File: src/rtl/alu_pkg.sv
// Shared definitions for the ALU arbiter: op codes, datapath width and FSM states.
package alu_pkg;

  localparam int DATA_W = 32;

  localparam logic [2:0] OP_ADD = 3'd1;
  localparam logic [2:0] OP_SUB = 3'd2;
  localparam logic [2:0] OP_NOT = 3'd3;
  localparam logic [2:0] OP_AND = 3'd4;
  localparam logic [2:0] OP_OR  = 3'd5;
  localparam logic [2:0] OP_XOR = 3'd6;

  typedef enum logic [1:0] {
    IDLE = 2'd0,
    EXEC = 2'd1,
    RESP = 2'd2
  } state_t;

  function automatic logic is_illegal(input logic [2:0] fun);
    return (fun == 3'd0) || (fun == 3'd7);
  endfunction

endpackage

File: src/rtl/alu.sv
// Combinational 32-bit ALU; every op is evaluated 33 bits wide so bit 32 is the carry.
module alu
  import alu_pkg::*;
(
  input  logic [2:0]        i_fun,
  input  logic [DATA_W-1:0] i_a,
  input  logic [DATA_W-1:0] i_b,
  output logic [DATA_W-1:0] o_result,
  output logic              o_carry,
  output logic              o_zero,
  output logic              o_negative
);

  logic [DATA_W:0] w_wide;

  always_comb begin
    w_wide = '0;
    case (i_fun)
      OP_ADD:  w_wide = {1'b0, i_b} + {1'b0, i_a};
      OP_SUB:  w_wide = {1'b0, i_b} - {1'b0, i_a};
      OP_NOT:  w_wide = ~{1'b0, i_b};
      OP_AND:  w_wide = {1'b0, i_b & i_a};
      OP_OR:   w_wide = {1'b0, i_b | i_a};
      OP_XOR:  w_wide = {1'b0, i_b ^ i_a};
      default: w_wide = '0;
    endcase
  end

  // zero looks at all 33 bits, so an add that wraps to 0 still reports zero=0
  assign o_result   = w_wide[DATA_W-1:0];
  assign o_carry    = w_wide[DATA_W];
  assign o_zero     = (w_wide == '0);
  assign o_negative = (i_fun == OP_SUB) && (i_b < i_a);

endmodule

File: src/rtl/alu_arbiter.sv
// Round-robin arbiter sharing one ALU between two requesters, one op in flight,
// result held in a response register until the consumer takes it.
module alu_arbiter
  import alu_pkg::*;
#(
  parameter int DATA_W  = 32,
  parameter bit RR_INIT = 1'b0
) (
  input  logic              clk,
  input  logic              reset,
  input  logic              req0_valid,
  output logic              req0_ready,
  input  logic [2:0]        req0_fun,
  input  logic [DATA_W-1:0] req0_a,
  input  logic [DATA_W-1:0] req0_b,
  input  logic              req1_valid,
  output logic              req1_ready,
  input  logic [2:0]        req1_fun,
  input  logic [DATA_W-1:0] req1_a,
  input  logic [DATA_W-1:0] req1_b,
  output logic              rsp_valid,
  input  logic              rsp_ready,
  output logic              rsp_id,
  output logic [DATA_W-1:0] rsp_result,
  output logic              rsp_carry,
  output logic              rsp_zero,
  output logic              rsp_negative,
  output logic              rsp_illegal,
  output logic              busy,
  output logic [1:0]        dbg_state
);

  // Handshakes: a transfer happens on a rising clk edge where valid and ready are both
  // high; a requester holds valid and its fields stable until it sees ready.

  state_t            r_state, w_next_state;
  logic              r_rr_ptr;
  logic [2:0]        r_fun;
  logic [DATA_W-1:0] r_a, r_b;
  logic              r_id;
  logic              r_rsp_valid, r_rsp_id, r_rsp_carry, r_rsp_zero, r_rsp_negative, r_rsp_illegal;
  logic [DATA_W-1:0] r_rsp_result;

  logic              w_grant0, w_grant1, w_accept;
  logic [DATA_W-1:0] w_alu_result;
  logic              w_alu_carry, w_alu_zero, w_alu_negative;

  // A lone requester always wins; on a tie the pointer decides.
  assign w_grant0 = req0_valid & (~req1_valid | ~r_rr_ptr);
  assign w_grant1 = req1_valid & (~req0_valid |  r_rr_ptr);
  assign w_accept = req0_ready | req1_ready;

  always_ff @(posedge clk) begin
    if (reset) r_state <= IDLE;
    else       r_state <= w_next_state;
  end

  always_comb begin
    w_next_state = r_state;
    case (r_state)
      IDLE:    if (w_accept) w_next_state = EXEC;
      EXEC:    w_next_state = RESP;
      RESP:    if (rsp_ready) w_next_state = IDLE;
      default: w_next_state = IDLE;
    endcase
  end

  always_comb begin
    req0_ready = (r_state == IDLE) & ~reset & w_grant0;
    req1_ready = (r_state == IDLE) & ~reset & w_grant1;
    busy       = (r_state != IDLE);
    dbg_state  = r_state;
  end

  always_ff @(posedge clk) begin
    if (reset) begin
      r_rr_ptr       <= RR_INIT;
      r_fun          <= '0;
      r_a            <= '0;
      r_b            <= '0;
      r_id           <= 1'b0;
      r_rsp_valid    <= 1'b0;
      r_rsp_id       <= 1'b0;
      r_rsp_result   <= '0;
      r_rsp_carry    <= 1'b0;
      r_rsp_zero     <= 1'b0;
      r_rsp_negative <= 1'b0;
      r_rsp_illegal  <= 1'b0;
    end else begin
      if (w_accept) begin
        r_fun    <= req1_ready ? req1_fun : req0_fun;
        r_a      <= req1_ready ? req1_a   : req0_a;
        r_b      <= req1_ready ? req1_b   : req0_b;
        r_id     <= req1_ready;
        r_rr_ptr <= ~req1_ready;
      end
      if (r_state == EXEC) begin
        r_rsp_valid    <= 1'b1;
        r_rsp_id       <= r_id;
        r_rsp_result   <= w_alu_result;
        r_rsp_carry    <= w_alu_carry;
        r_rsp_zero     <= w_alu_zero;
        r_rsp_negative <= w_alu_negative;
        r_rsp_illegal  <= is_illegal(r_fun);
      end else if ((r_state == RESP) && rsp_ready) begin
        r_rsp_valid <= 1'b0;
      end
    end
  end

  alu u_alu (
    .i_fun      (r_fun),
    .i_a        (r_a),
    .i_b        (r_b),
    .o_result   (w_alu_result),
    .o_carry    (w_alu_carry),
    .o_zero     (w_alu_zero),
    .o_negative (w_alu_negative)
  );

  assign rsp_valid    = r_rsp_valid;
  assign rsp_id       = r_rsp_id;
  assign rsp_result   = r_rsp_result;
  assign rsp_carry    = r_rsp_carry;
  assign rsp_zero     = r_rsp_zero;
  assign rsp_negative = r_rsp_negative;
  assign rsp_illegal  = r_rsp_illegal;

endmodule

File: config.mk
export PLATFORM = sky130hd
export DESIGN_NAME = alu_arbiter
export DESIGN_NICKNAME = d
export VERILOG_FILES = /design/src/rtl/alu_pkg.sv /design/src/rtl/alu.sv /design/src/rtl/alu_arbiter.sv
export SDC_FILE = /design/constraint.sdc
export NUM_CORES = 1
export LEC_CHECK = 0
export CAP_MARGIN = 20
export CORE_MARGIN = 2
export CORE_UTILIZATION = 50
export CTS_BUF_LIST = sky130_fd_sc_hd__clkbuf_8
export CTS_CLUSTER_SIZE = 20
export DETAILED_ROUTE_END_ITERATION = 12
export PLACE_DENSITY_LB_ADDON = 0.1
export SYNTH_ARGS = -nofsm -noshare
export SYNTH_HDL_FRONTEND = slang
export SYNTH_SLANG_ARGS = --single-unit
export TNS_END_PERCENT = 20
File: constraint.sdc
create_clock -name clk -period 4.16 [get_ports clk]
set_clock_uncertainty 0.2 [all_clocks]
set_input_delay 0.624 -clock clk [delete_from_list [all_inputs] [get_ports clk]]
set_output_delay 0.624 -clock clk [all_outputs]
set_load 0.02 [all_outputs]
==> results.yml <==
grt:
  grt_overflow_total: 0
  grt_pass1_wl_um: 59800
  grt_max_degree: 66
  antenna_found_initial: 0
  track_usage_pct: 34.7
  grt_pass1_vias: 10800
yosys:
  ys_seq_area_share_pct: 21.1
  synthDistinctLibCells: 107
  synth_nets: 1648
  synth_edf_count: 0
  synth_cells: 1401
  syn_area_um2: 10300
  ys_warn_count: 0
  ys_ff_latch: 109
  ys.flop_type: "dfxtp_1"
  synthArstFlopShare_pct: 0
  avgSynthCellArea_um2: 7.38
clock_network:
  holdBufCountCts: 0
  clkLatencyLatePin_ps: 430
  clock_path_buffers: 2
  cts_root_buffer: "clkbuf_8"
  cts.sinks: 109
  clkSlewWorstSetupHoldPaths_ps: 140
  htree_levels: 3
  cts_buffers: 9
  cts_tree: "yes"
worst_setup_path:
  endpoint_kind: "flip-flop"
  required_ps: 4350
  cp_max_fo: 5
  r2r_slack_ps: 150
  timing.rr.end: "rsp_zero"
  worstSetupPathType: "flip-flop to flip-flop"
  cp.arrival_ps: 4190
  cp-start-kind: "flip-flop"
  reg2reg_depth: 16
  crit-reg2reg-launch: "r_b[0]"
placed_design:
  io_buffers: 181
  place_inst: 1843
  hpwl_um: 30200
  finalWeightedCongestion: 1.04
sta:
  fmax_mhz: 250
  fin_crit_sh_pct: 96.3
  finalHoldViolCount: 0
  tightest_slew_ps: 782
  final_max_slew_viol_count: 0
  setup_viol_count_final: 0
  slew-limit-headroom_pct: 47.2
  post-route-min-period_ps: 4010
floorplan:
  die_w_um: 148
  row_count: 52
  coreArea_um2: 20300
  start_util_pct: 51.0
  fp.dieH_um: 148
  io_pins: 182
  dieArea_um2: 21900
routing:
  wirelength_um: 38600
  drc: 0
  drt-initial-drc-count: 1168
  final_antenna_net_count: 0
  vias: 11600
  vias_per_cell: 6.21
  first_pass_iters: 6
  wl_per_cell_um: 20.7
finish:
  final_common_cell: "clkdlybuf4s50_1"
  final_cells: 1864
  drive_above_1_share_pct: 13.4
  fillers: 1940
  diodes: 0
  nNetsFinal: 1836
  area_growth_pct: 27.3
  layout_common_cells: "clkdlybuf4s50_1, a21oi_1, nand2_1, nor2_1, dfxtp_1"
flow_run:
  cap_viol_max_count: 0
power:
  powerDensity_nw_per_um2: 333
  peakVddDrop_mv: 0.199
  total_power_uw: 4380
  leakage_uw: 0.00506
run_status:
  status: "completed"
worst_hold_path:
  holdPathStages: 2
  worstHoldEndpoint: "rsp_result[21]"
  min_path_type: "flip-flop to flip-flop"
  worstHoldStart: "rsp_result[21]"
-- repair_timing --
| item | 4_1_cts | 5_1_grt |
|---|---|---|
| setup buffers | 0 | 5 |
| hold endpoints to repair | 0 | 0 |
| gates resized for setup | 2 | 39 |
| endpoints found under the setup margin | 1 | 1 |
| pin swaps | 0 | 14 |
-- cell families (layout without fill, tap and decap cells) --
logic type	count (synthesis)	in the layout	share of synthesized area, %
xor+xnor	8	8	0.677
buf+inv	205	398	8.85
fa+ha+maj	108	108	13.2
flops	109	109	21.1
mux	14	14	1.35
simple gates	443	443	20.2
compound gates	514	514	34.6
-- per-layer routing --
layer	track usage (%)	share of wire [%]	vias to the layer above
met1	51.9	46	5404
met2	51.2	42	639
met4	9.43	2.3	0
met5	0	0	-
li1	-	-	5472
met3	5.83	9.8	69
-- sequential cells by signal, summed over array words and instances, names as in the netlist --
name / cells
r_a: 32
r_b: 32
rsp_result: 32
r_fun: 3
dbg_state: 2
r_id: 1
r_rr_ptr: 1
rsp_carry: 1
rsp_id: 1
rsp_illegal: 1
rsp_negative: 1
rsp_valid: 1
rsp_zero: 1
-- synth_stat cells (all sizes together), types with 16 or more instances --
cell type | number | area share [%]
a211oi | 37 | 2.9
a22oi | 65 | 4.7
dfxtp | 109 | 21
a21oi | 153 | 7.6
buf | 36 | 2.3
o21ai | 68 | 3.4
nor2 | 129 | 4.8
nand2 | 146 | 5.3
nand3 | 29 | 1.5
nor3 | 48 | 2.5
ha | 106 | 13
inv | 103 | 3.8
clkbuf | 65 | 2.7
o22ai | 22 | 1.3
nand2b | 16 | 0.99
-- stage by stage --
step,area (µm²),setup WS [ps],setup TNS (ps),hold WS (ps),utilization (%)
floorplan,10300,586,0,232,-
global placement,12700,17.7,0,242,62.7
detailed placement,12700,-66.9,-66.9,246,62.7
CTS,12900,39.8,0,263,63.8
global route,13200,-0.639,-0.639,282,64.9
finish,13200,154,0,261,64.9
-- where the power goes --
group | leakage [µW] | switching (µW) | internal (µW)
sequential | 0.000894 | 93.6 | 1150
clock | 0.000110 | 489 | 258
combinational | 0.00405 | 1400 | 982
-- area by class of cell --
cell class	count	area, µm²	share of cell area, %
Sequential cell	109	2190	16.6
Inverter	104	398	3.02
Tap cell	270	338	2.57
Multi-Input combinational cell	1087	7450	56.6
Clock buffer	9	124	0.941
Timing Repair Buffer	278	2570	19.6
Clock inverter	7	96.3	0.732
-- how the worst max path moves through the flow --
stage	startpoint	to	slack, ps
floorplan	r_a[0]	rsp_zero	590
global placement	r_a[0]	rsp_zero	20
detailed placement	r_a[0]	rsp_zero	-70
CTS	r_b[0]	rsp_zero	40
global route	r_a[1]	rsp_zero	-0.6
finish	r_b[0]	rsp_zero	150
-- critical path: stages (launching register included) --
cell and delay, ps:
dfxtp_2 370, inv_1 70, ha_1 210, inv_1 80
fa_2 220, nor2b_1 320, o211ai_4 180, a211oi_4 340
o31ai_2 150, a211oi_1 290, a21boi_0 210, o21ai_0 190
nor4_2 310, buf_4 150, nand4_1 160, nor4_2 330
a41o_1 190
No activity file was read; power rests on OpenSTA's default activity.
